[src/rtl/barrier_scroller.sv]
// Scrolls the barrier field one column left per accepted step and inserts an
// LFSR-gapped barrier column at the right edge every SPACING steps.
module barrier_scroller #(
    parameter int          COLS      = 16,
    parameter int          ROWS      = 16,
    parameter int          GAP       = 4,
    parameter int          SPACING   = 5,
    parameter int          BIRD_COL  = 3,
    parameter logic [7:0]  LFSR_SEED = 8'hA5
) (
    input  logic                 clk,
    input  logic                 reset,
    input  logic                 pause,
    input  logic                 scroll_en,
    output logic [COLS*ROWS-1:0] grid,
    output logic                 pass_pulse,
    output logic [7:0]           barrier_cnt
);

    localparam int SW = (SPACING > 1) ? $clog2(SPACING) : 1;

    logic [COLS*ROWS-1:0] grid_q;
    logic [COLS*ROWS-1:0] grid_next;
    logic [7:0]           lfsr;
    logic [SW-1:0]        space_cnt;
    logic [7:0]           cnt_q;
    logic                 pass_q;
    logic                 step;
    logic                 insert;
    logic                 old_bird;
    logic [3:0]           g;
    logic [7:0]           gap_top;
    logic [ROWS-1:0]      new_col;

    assign step     = scroll_en & ~pause & ~reset;
    assign insert   = step & (space_cnt == '0);
    assign old_bird = |grid_q[BIRD_COL*ROWS +: ROWS];
    assign g        = lfsr[3:0];

    // Gap positions that would run off the bottom are pulled up by GAP rows.
    always_comb begin
        gap_top = {4'd0, g};
        if (int'(g) > ROWS - GAP)
            gap_top = {4'd0, g} - 8'(GAP);
        new_col = '0;
        for (int r = 0; r < ROWS; r++)
            new_col[r] = ~((r >= int'(gap_top)) && (r < int'(gap_top) + GAP));
    end

    // Column c lives at bits c*ROWS.., so a left scroll is a right shift by ROWS.
    always_comb begin
        grid_next = {(insert ? new_col : {ROWS{1'b0}}), grid_q[COLS*ROWS-1:ROWS]};
    end

    always_ff @(posedge clk) begin
        if (reset) begin
            grid_q    <= '0;
            lfsr      <= LFSR_SEED;
            space_cnt <= '0;
            cnt_q     <= '0;
            pass_q    <= 1'b0;
        end else begin
            pass_q <= step & old_bird;
            if (step) begin
                grid_q <= grid_next;
                if (insert) begin
                    space_cnt <= SW'(SPACING - 1);
                    lfsr      <= {lfsr[6:0], lfsr[7] ^ lfsr[5] ^ lfsr[4] ^ lfsr[3]};
                    cnt_q     <= cnt_q + 8'd1;
                end else begin
                    space_cnt <= space_cnt - SW'(1);
                end
            end
        end
    end

    assign grid        = grid_q;
    assign pass_pulse  = pass_q & ~pause;
    assign barrier_cnt = cnt_q;

endmodule

[config.mk]
export PLATFORM = sky130hd
export DESIGN_NAME = barrier_scroller
export DESIGN_NICKNAME = d
export VERILOG_FILES = /design/src/rtl/barrier_scroller.sv
export SDC_FILE = /design/constraint.sdc
export NUM_CORES = 1
export LEC_CHECK = 0
export CAP_MARGIN = 20
export CORE_ASPECT_RATIO = 1.4
export CORE_MARGIN = 5
export CORE_UTILIZATION = 40
export CTS_CLUSTER_DIAMETER = 60
export DETAILED_ROUTE_END_ITERATION = 12
export HOLD_SLACK_MARGIN = 0.12
export PLACE_DENSITY = 0.65
export RECOVER_POWER = 100
export SETUP_SLACK_MARGIN = 0.05
export SYNTH_ARGS = -nofsm -noshare
export SYNTH_HDL_FRONTEND = slang
export SYNTH_SLANG_ARGS = --single-unit
[constraint.sdc]
create_clock -name clk -period 8.6 [get_ports clk]
set_clock_uncertainty 0.05 [all_clocks]
set_input_delay 1.72 -clock clk [delete_from_list [all_inputs] [get_ports clk]]
set_output_delay 1.72 -clock clk [all_outputs]
set_load 0.1 [all_outputs]
==> results.ini <==
[status]
status=complete, but fails checks
violations=max-capacitance violations, max-slew violations

[timing]
tightestPinTransition_ns=2.25
fin_crit_ns=5.74
rsz0062_at_grt=false
drv_slew=44
finalSetupViolCount=0
layout_setup_ws_ns=2.86
totalNegativeSetupSlack_ns=0
min_period_over_period_pct=66.7
hold_viol_final=0
finalHoldWorstSlack_ns=0.395
max_freq_mhz=174
relSlewSlack_pct=-49.8

[layout]
n_antenna_cell=0
instances_no_fill=1920
final_cell_mix=nand2_1 (516), dfxtp_1 (276), dlygate4sd3_1 (266)
drive_above_1_share_pct=4.31
layout_commonest_cell=nand2_1
nFillCells=2951
layout-area-overhead-vs-synth_pct=15.5
final_nets=1523

[power]
cellPowerDensity_nw_per_um2=190
p_seq_share_pct=47.5
power.leakage_uw=0.00637
power.switching_uw=662
ir_drop_mv=0.163
p_clk_share_pct=46.2
swShare_pct=24.2
p_int_uw=2070
combPwrFrac_pct=6.2

[placed_design]
port_buffers=268
post-place-ws_ns=3.20
dp_cells=1868
gp_congestion=0.844
hpwl_um=22100

[die]
start_util_pct=40.5
core_um2=30700
die_width_um=159
rows=76
io_pins=269
die_area_um2=34800
die_h_um=219

[synthesis]
synth_compound_area_share_pct=7.94
muxShareOfSynthArea_pct=0.382
yosys.area_share.adder_pct=1.19
synth_cell_types=60
synth_warnings=0
syn_nets=1556
synth_area_per_cell_um2=8.07
syn-cell-area_um2=12400
synthTopCellsByArea=dfxtp_1 (44%), nand2_1 (16%), buf_4 (15%)
synthXorXnorAreaFrac_pct=0.775
synth-main-ff-cell=dfxtp_1
synth_top_area_cell=dfxtp_1
ys_seq_elements=276
syn-instance-count=1541
synth_top_area_share_pct=44.4
synth_edf_count=0
synthSimpleGateAreaFrac_pct=27.2
yosysSeqAreaShare_pct=44.4
synth_top_family_by_area=simple AND/OR/NAND/NOR gates
synth_async_sr_flop_share_pct=0

[drt]
ant_nets=0
viasPerCell=4.90
drt-initial-drc-count=648
vias=9408
wl_met2_um=15900
wl_met1_um=13900
wl_met3_um=2330
first_pass_iters=5
wirelength_um=33100
top_layer_used=met4
drc=0
routedWlPerCell_um=17.2

[grt]
grt_first_pass_wirelength_um=51500
first_global_vias=8850
grt_usage_pct=18.0
overflow=0
grt_max_degree=224
antenna_found_initial=0

[clocking]
cts_root_buf=clkbuf_16
cts_sinks=276
cts_max_level=1
clkTransAtPathRegs_ns=0.06
cts_buffer_depth=3
cts_tree=built
post_cts_buffers=0
insertion_delay_ns=0.54
hold_buffers=0
numCtsBuffers=28
cts_resized=0

[worst_setup_path]
ff2ff_path_depth=7
path_class=in -> reg
cp-start-kind=input port
r2r_end=grid[253]
critPathLaunch=pause
r2r_slack_ns=5.08
crit_fanout=43
crit_end=barrier_cnt[7]
cp.required_ns=9.02
rr_startpoint=lfsr[2]
endpoint_kind=flip-flop
arrival_ns=6.16

[worst_hold_path]
holdCritPathClass=reg -> reg
hold_depth=2
worstHoldStart=grid[97]

[flow_run]
maxCapViolations=1

metrics by stage:
step / util, % / power, µW / instance area, µm²
2_1_floorplan: - / 1470 / 12400
3_3_place_gp: 43.8 / 1500 / 13500
5_1_grt: 46.8 / 2840 / 14400
6_report: 46.8 / 2730 / 14400
3_5_place_dp: 43.8 / 1500 / 13500
4_1_cts: 47.0 / 2780 / 14400
power by group through the flow:
stage / sequential, µW / combinational (µW) / clock, µW
2_1_floorplan: 1320 / 149 / 0
3_3_place_gp: 1330 / 175 / 0
3_5_place_dp: 1330 / 176 / 0
4_1_cts: 1300 / 177 / 1300
5_1_grt: 1300 / 183 / 1360
6_report: 1300 / 171 / 1260
critical path, stage by stage:
cell and delay, ns:
dlygate4sd3_1 0.64, nor3b_4 0.20, clkbuf_1 1.62, nand2_1 1.08
or4_1 0.74, a21oi_1 0.14
cell families (layout without fill, tap and decap cells):
logic type,Yosys count,after routing
AOI/OAI and AO/OA,175,175
adders and majority gates,12,12
DFF,276,276
xor gates and xnor gates,11,11
and+or+nand+nor,717,717
buffers and inverters,346,335
muxes,4,4
metal layers:
layer / up-vias / track usage (%)
met5: - / 0
met4: 0 / 5.55
met3: 50 / 5.09
met2: 283 / 30.2
met1: 4379 / 22.3
li1: 4696 / -
cell usage after synthesis, types with 4 or more instances:
library cell / n
inv_1: 8
nor4_1: 4
nand2b_1: 6
clkbuf_1: 56
ha_1: 11
buf_2: 31
nor2_1: 21
dfxtp_1: 276
xnor2_1: 8
nand3b_1: 132
nor2b_1: 6
nand2_1: 516
a21oi_1: 129
a31oi_1: 4
nand4_1: 4
o21ai_0: 10
nand3_1: 6
a221oi_1: 4
buf_4: 241
buf_1: 7
final cells by class:
type / instances / area [µm²] / area share, %
inverters: 9 / 33.8 / 0.235
well taps: 390 / 488 / 3.40
clock inverters: 16 / 168 / 1.17
flip-flops and latches: 276 / 5530 / 38.5
multi-input cells: 919 / 4620 / 32.2
repair buffers: 274 / 2740 / 19.1
clock buffers: 36 / 792 / 5.51
flip-flops by register name, indices dropped and copies added, names as in the netlist:
signal       count
grid           256
barrier_cnt      8
lfsr             8
space_cnt        3
pass_q           1
worst min path at each step:
stage | to | slack (ns)
after floorplan | grid[10] | 0.38
after detailed placement | grid[81] | 0.39
final | grid[81] | 0.39
after global placement | grid[9] | 0.39
after global routing | grid[215] | 0.42
after CTS | grid[81] | 0.39
Power figures use the tool's default switching activity.
